===== config.mk =====
export PLATFORM = sky130hd
export DESIGN_NAME = uart_tx_scheduler
export DESIGN_NICKNAME = d
export VERILOG_FILES = /design/src/rtl/uart_tx_scheduler.sv
export SDC_FILE = /design/constraint.sdc
export NUM_CORES = 1
export LEC_CHECK = 0
export ABC_CLOCK_PERIOD_IN_PS = 2850
export CORE_ASPECT_RATIO = 0.7
export CORE_MARGIN = 5
export CORE_UTILIZATION = 40
export CTS_CLUSTER_DIAMETER = 150
export DETAILED_ROUTE_END_ITERATION = 10
export GPL_ROUTABILITY_DRIVEN = 1
export PLACE_DENSITY = 0.58
export SYNTH_ARGS = -nofsm -noshare
export SYNTH_HDL_FRONTEND = slang
export SYNTH_SLANG_ARGS = --single-unit

===== constraint.sdc =====
create_clock -name clock -period 2.85 [get_ports clock]
set_input_delay 0.57 -clock clock [delete_from_list [all_inputs] [get_ports clock]]
set_output_delay 0.57 -clock clock [all_outputs]
set_load 0.02 [all_outputs]

===== src/rtl/uart_tx_scheduler.sv =====
// Transmit byte scheduler: turns game-state, target and operate requests into
// protocol bytes, one per UART byte slot delimited by the data_ready pulse.
module uart_tx_scheduler #(
    parameter int OP_FIFO_DEPTH = 4
) (
    input  logic       clock,
    input  logic       reset,
    input  logic       game_state_sw,
    input  logic [5:0] target_sel,
    input  logic [4:0] op_req,
    input  logic       data_ready,
    output logic [7:0] data_send,
    output logic       busy,
    output logic       op_dropped,
    output logic [2:0] fifo_level
);

    localparam int AW = $clog2(OP_FIFO_DEPTH);
    localparam int PW = AW + 1;

    typedef enum logic {IDLE, SEND} state_t;

    state_t        r_state;
    logic [4:0]    r_fifo [OP_FIFO_DEPTH];
    logic [PW-1:0] r_wr_ptr;
    logic [PW-1:0] r_rd_ptr;
    logic          r_last_state;
    logic [5:0]    r_last_target;
    logic [7:0]    r_data_send;
    logic          r_busy;
    logic          r_op_dropped;

    logic [PW-1:0] w_count;
    logic          w_full;
    logic          w_state_pend;
    logic          w_target_pend;
    logic          w_op_pend;
    logic          w_any_pend;
    logic          w_sel_state;
    logic          w_sel_target;
    logic          w_sel_op;
    logic          w_eff_state;
    logic          w_flush;
    logic          w_onehot;
    logic          w_push;
    logic          w_drop;
    logic [4:0]    w_head;
    logic [7:0]    w_next_byte;

    assign w_count       = r_wr_ptr - r_rd_ptr;
    assign w_full        = (w_count == PW'(OP_FIFO_DEPTH));
    assign w_head        = r_fifo[r_rd_ptr[AW-1:0]];

    assign w_state_pend  = (game_state_sw != r_last_state);
    assign w_target_pend = (target_sel != r_last_target);
    assign w_op_pend     = (w_count != '0);
    assign w_any_pend    = w_state_pend | w_target_pend | w_op_pend;

    // Fixed priority: game state, then target, then queued operate.
    assign w_sel_state   = data_ready & w_state_pend;
    assign w_sel_target  = data_ready & ~w_state_pend & w_target_pend;
    assign w_sel_op      = data_ready & ~w_state_pend & ~w_target_pend & w_op_pend;

    // A start/stop byte loaded on this edge already governs op acceptance.
    assign w_eff_state   = w_sel_state ? game_state_sw : r_last_state;
    assign w_flush       = w_sel_state & ~game_state_sw;

    assign w_onehot      = (op_req != 5'd0) && ((op_req & (op_req - 5'd1)) == 5'd0);
    assign w_push        = w_onehot & w_eff_state & (~w_full | w_sel_op);
    assign w_drop        = (op_req != 5'd0) & ~w_push;

    always_comb begin
        w_next_byte = 8'h00;
        if (w_sel_state)
            w_next_byte = game_state_sw ? 8'h05 : 8'h09;
        else if (w_sel_target)
            w_next_byte = {target_sel, 2'b11};
        else if (w_sel_op)
            w_next_byte = {3'b000, w_head, 2'b10};
    end

    always_ff @(posedge clock) begin
        if (w_push)
            r_fifo[r_wr_ptr[AW-1:0]] <= op_req;
    end

    always_ff @(posedge clock) begin
        if (reset) begin
            r_state       <= IDLE;
            r_wr_ptr      <= '0;
            r_rd_ptr      <= '0;
            r_last_state  <= 1'b0;
            r_last_target <= 6'd0;
            r_data_send   <= 8'h00;
            r_busy        <= 1'b0;
            r_op_dropped  <= 1'b0;
        end else begin
            r_op_dropped <= w_drop;
            if (data_ready) begin
                r_data_send <= w_next_byte;
                r_busy      <= (w_next_byte != 8'h00);
                case (r_state)
                    IDLE:    if (w_any_pend)  r_state <= SEND;
                    SEND:    if (!w_any_pend) r_state <= IDLE;
                    default: r_state <= IDLE;
                endcase
            end
            if (w_sel_state)
                r_last_state <= game_state_sw;
            if (w_sel_target)
                r_last_target <= target_sel;
            if (w_flush)
                r_rd_ptr <= r_wr_ptr;
            else if (w_sel_op)
                r_rd_ptr <= r_rd_ptr + PW'(1);
            if (w_push)
                r_wr_ptr <= r_wr_ptr + PW'(1);
        end
    end

    assign data_send  = r_data_send;
    assign busy       = r_busy;
    assign op_dropped = r_op_dropped;
    assign fifo_level = 3'(w_count);

endmodule

==> flow_summary.yaml <==
run_status:
  status: "finished clean"
pwr:
  p_per_area_nw_per_um2: 502.4
  power_mw: 1.266
  ir_worst_vdd_uv: 194.2
  p_leak_nw: 0.9374
detailed_routing:
  drtPass1Iterations: 4
  drtAntennaViolNets: 0
  routed_wl_um: 4431
  num_vias: 1427
  dr.first_iter.drc_count: 70
  wire_per_inst_um: 15.83
  vias_per_cell: 5.096
  drc: 0
logic_synthesis:
  syn-instance-count: 170
  synth_top_flop_cell: "dfxtp_1"
  synth_top_family_by_area: "simple AND/OR/NAND/NOR gates"
  syn_area_per_cell_um2: 11.84
  synth_area_um2: 2013
  yosys.area_share.simple: 0.1448
  synth-warning-count: 0
  async_reset_ff_frac: 0
  synth_compound_area_frac: 0.1019
  ys_seq_area_frac: 0.5469
  synth_xor_area_frac: 0.04786
  yosys_register_bits: 45
  synth-edff-count: 20
  yosys.area_share.adder: 0.04723
  synthMuxAreaShare: 0.08204
  synth_nets: 192
  synth_cell_types: 37
clock_network:
  clk_pin_slew_ns: 0.08
  clk_path_buf_depth: 2
  post-cts-setup-buffers: 0
  cts_inserted_buffers: 5
  cts-root-buf: "clkbuf_8"
  cts_max_level: 2
  insertion_delay_ns: 0.30
  cts_tree: "yes"
  clock-sinks: 45
final_layout:
  instances_no_fill: 280
  multi_input_comb_area_um2: 853.3
  stdcell_area_um2: 2520
  area_growth_pct: 25.17
  diodes: 0
  layout.nets: 232
  utilization: 0.5212
  seqCellArea_um2: 1101
  drive_above_1_share: 0.1469
  nFillCells: 434
die:
  initial_utilization: 0.4164
  dieHeight_um: 69.36
  design.die.area_um2: 6575
  ios: 28
  row_count: 21
  die_w_um: 94.80
  coreArea_um2: 4835
worst_hold_path:
  hold_depth: 2
  hp-start: "r_last_target[5]$_SDFFE_PP0P_"
  hold-path-endpoint: "r_last_target[5]$_SDFFE_PP0P_"
  min_path_type: "reg -> reg"
global_route:
  grt_util_all_layers: 0.1472
  grt_pass1_vias: 1424
  overflow: 0
  grt_max_degree: 27
  grt_first_pass_wirelength_um: 7396
  antenna_found_initial: 0
worst_setup_path:
  reg2reg_from: "r_wr_ptr[0]$_SDFFE_PP0P_"
  cp.arrival_ns: 2.12
  end_kind: "output port"
  r2r_cells: 8
  r2r_setup_slack_ns: 0.35
  required_ns: 2.28
  start_kind: "flop"
  r2r_end: "r_fifo[2][1]$_DFFE_PP_"
  crit_type: "reg -> out"
  crit_fanout: 4
placement:
  dpl.cell_count: 272
  routabilityCongestion: 0.8123
  placed_area_um2: 2435
  dpl_worst_slack_ns: 0.09199
  port_buffers: 27
  dp_hpwl_um: 3344
sta:
  fin_setup_tns_ns: 0
  finalSetupViolations: 0
  worst_pin_slew_ns: 0.6135
  layout_min_cycle_time_ns: 2.695
  finalMaxSlewViolations: 0
  fin_ws_ns: 0.1552
  clock.fmax_mhz: 371.1
  rsz0062_at_grt: "false"
  relSlewSlack: 0.5910
  hold_violations: 0
  skew_ns: 0.004344
  hold-worst-slack_ns: 0.4756
  timing.final.crit_share: 0.9456
job:
  drv_cap: 0
-- worst max-delay path, cell delays in order (launching register included) --
cell and delay [ns]:
dfxtp_1 0.34, inv_1 0.09, ha_1 0.22, fa_1 0.37, xnor2_1 0.14, xnor2_1 0.28, dlygate4sd2_1 0.38
-- area by class of cell --
class                      count  area share
sequential                    45      0.4369
clock buffer                   5     0.02731
tap                           69     0.03426
multi-input combinational    111      0.3386
inverter                       7     0.01043
timing repair buffer          40      0.1455
clock inverter                 3    0.006951
-- synthesized netlist by cell type (2+ instances only) --
library cell / number / area share
a211oi_1: 3 / 0.011
a211oi_2: 2 / 0.012
a21oi_1: 8 / 0.020
a221oi_1: 2 / 0.0087
a222oi_1: 3 / 0.015
a22oi_1: 2 / 0.0075
and2_1: 4 / 0.012
buf_2: 2 / 0.0050
clkbuf_1: 3 / 0.0056
dfxtp_1: 25 / 0.25
edfxtp_1: 20 / 0.30
ha_1: 6 / 0.037
inv_1: 7 / 0.013
mux2_1: 2 / 0.011
mux2i_1: 3 / 0.015
mux4_2: 5 / 0.056
nand2_1: 15 / 0.028
nand2b_1: 3 / 0.0093
nor2_1: 18 / 0.034
nor2b_1: 3 / 0.0093
nor3_1: 7 / 0.017
nor4_1: 3 / 0.0093
xnor2_1: 4 / 0.017
xor2_1: 7 / 0.030
-- cell families after synthesis --
family / after synthesis
simple gates: 58
buf+inv: 14
fa+ha+maj: 7
xor+xnor: 11
compound gates: 25
flops: 45
mux: 10
-- layout by cell type (no fill, tap or decap), drive strengths merged, types with 2 or more instances in the layout --
| cell type | instances |
|---|---|
| nor2 | 18 |
| nand2b | 3 |
| xnor2 | 4 |
| mux2i | 3 |
| xor2 | 7 |
| ha | 6 |
| and2 | 4 |
| a21oi | 8 |
| dfxtp | 25 |
| nor2b | 3 |
| nor4 | 4 |
| clkinvlp | 2 |
| o21ai | 2 |
| a22oi | 2 |
| buf | 13 |
| mux4 | 5 |
| edfxtp | 20 |
| nor3 | 7 |
| inv | 7 |
| nand2 | 15 |
| a211oi | 5 |
| mux2 | 2 |
| a222oi | 3 |
| a221oi | 3 |
| clkbuf | 5 |
| clkdlybuf4s50 | 26 |
-- routing by layer --
| layer | GRT usage | vias to the layer above | part of all wire |
|---|---|---|---|
| met4 | 0.05280 | 0 | 0.013 |
| met2 | 0.2234 | 33 | 0.46 |
| met3 | 0.03362 | 7 | 0.046 |
| li1 | - | 695 | - |
| met1 | 0.2045 | 692 | 0.48 |
| met5 | 0 | - | 0 |
-- repair_timing --
item | 4_1_cts | 5_1_grt
setup endpoints to repair | 1 | 0
hold endpoints to repair | 0 | 0
hold buffers | 0 | 0
resized for setup | 1 | 0
-- report_power, final --
part           switching, mW  internal [mW]
clock network          0.217          0.169
registers             0.0125          0.692
logic                 0.0933         0.0824
total                  0.323          0.943
-- worst max-delay path by stage --
stage                        startpoint                      to  slack [ns]  cells after the start
2_1_floorplan  r_wr_ptr[0]$_SDFFE_PP0P_  r_fifo[0][0]$_DFFE_PP_        0.28                      8
3_3_place_gp              target_sel[1]  r_fifo[1][3]$_DFFE_PP_        0.13                      6
3_5_place_dp              target_sel[1]  r_fifo[2][1]$_DFFE_PP_        0.09                      6
4_1_cts        r_wr_ptr[0]$_SDFFE_PP0P_           fifo_level[2]        0.14                      6
5_1_grt        r_wr_ptr[0]$_SDFFE_PP0P_           fifo_level[2]        0.03                      6
6_report       r_wr_ptr[0]$_SDFFE_PP0P_           fifo_level[2]        0.16                      6
-- flip-flops by register name (all words and copies together), names as in the netlist, named ones only --
register	flops
data_send	8
r_wr_ptr	3
op_dropped	1
r_last_target	6
r_last_state	1
r_rd_ptr	3
r_fifo	20
busy	1
Power figures use the tool's default switching activity.
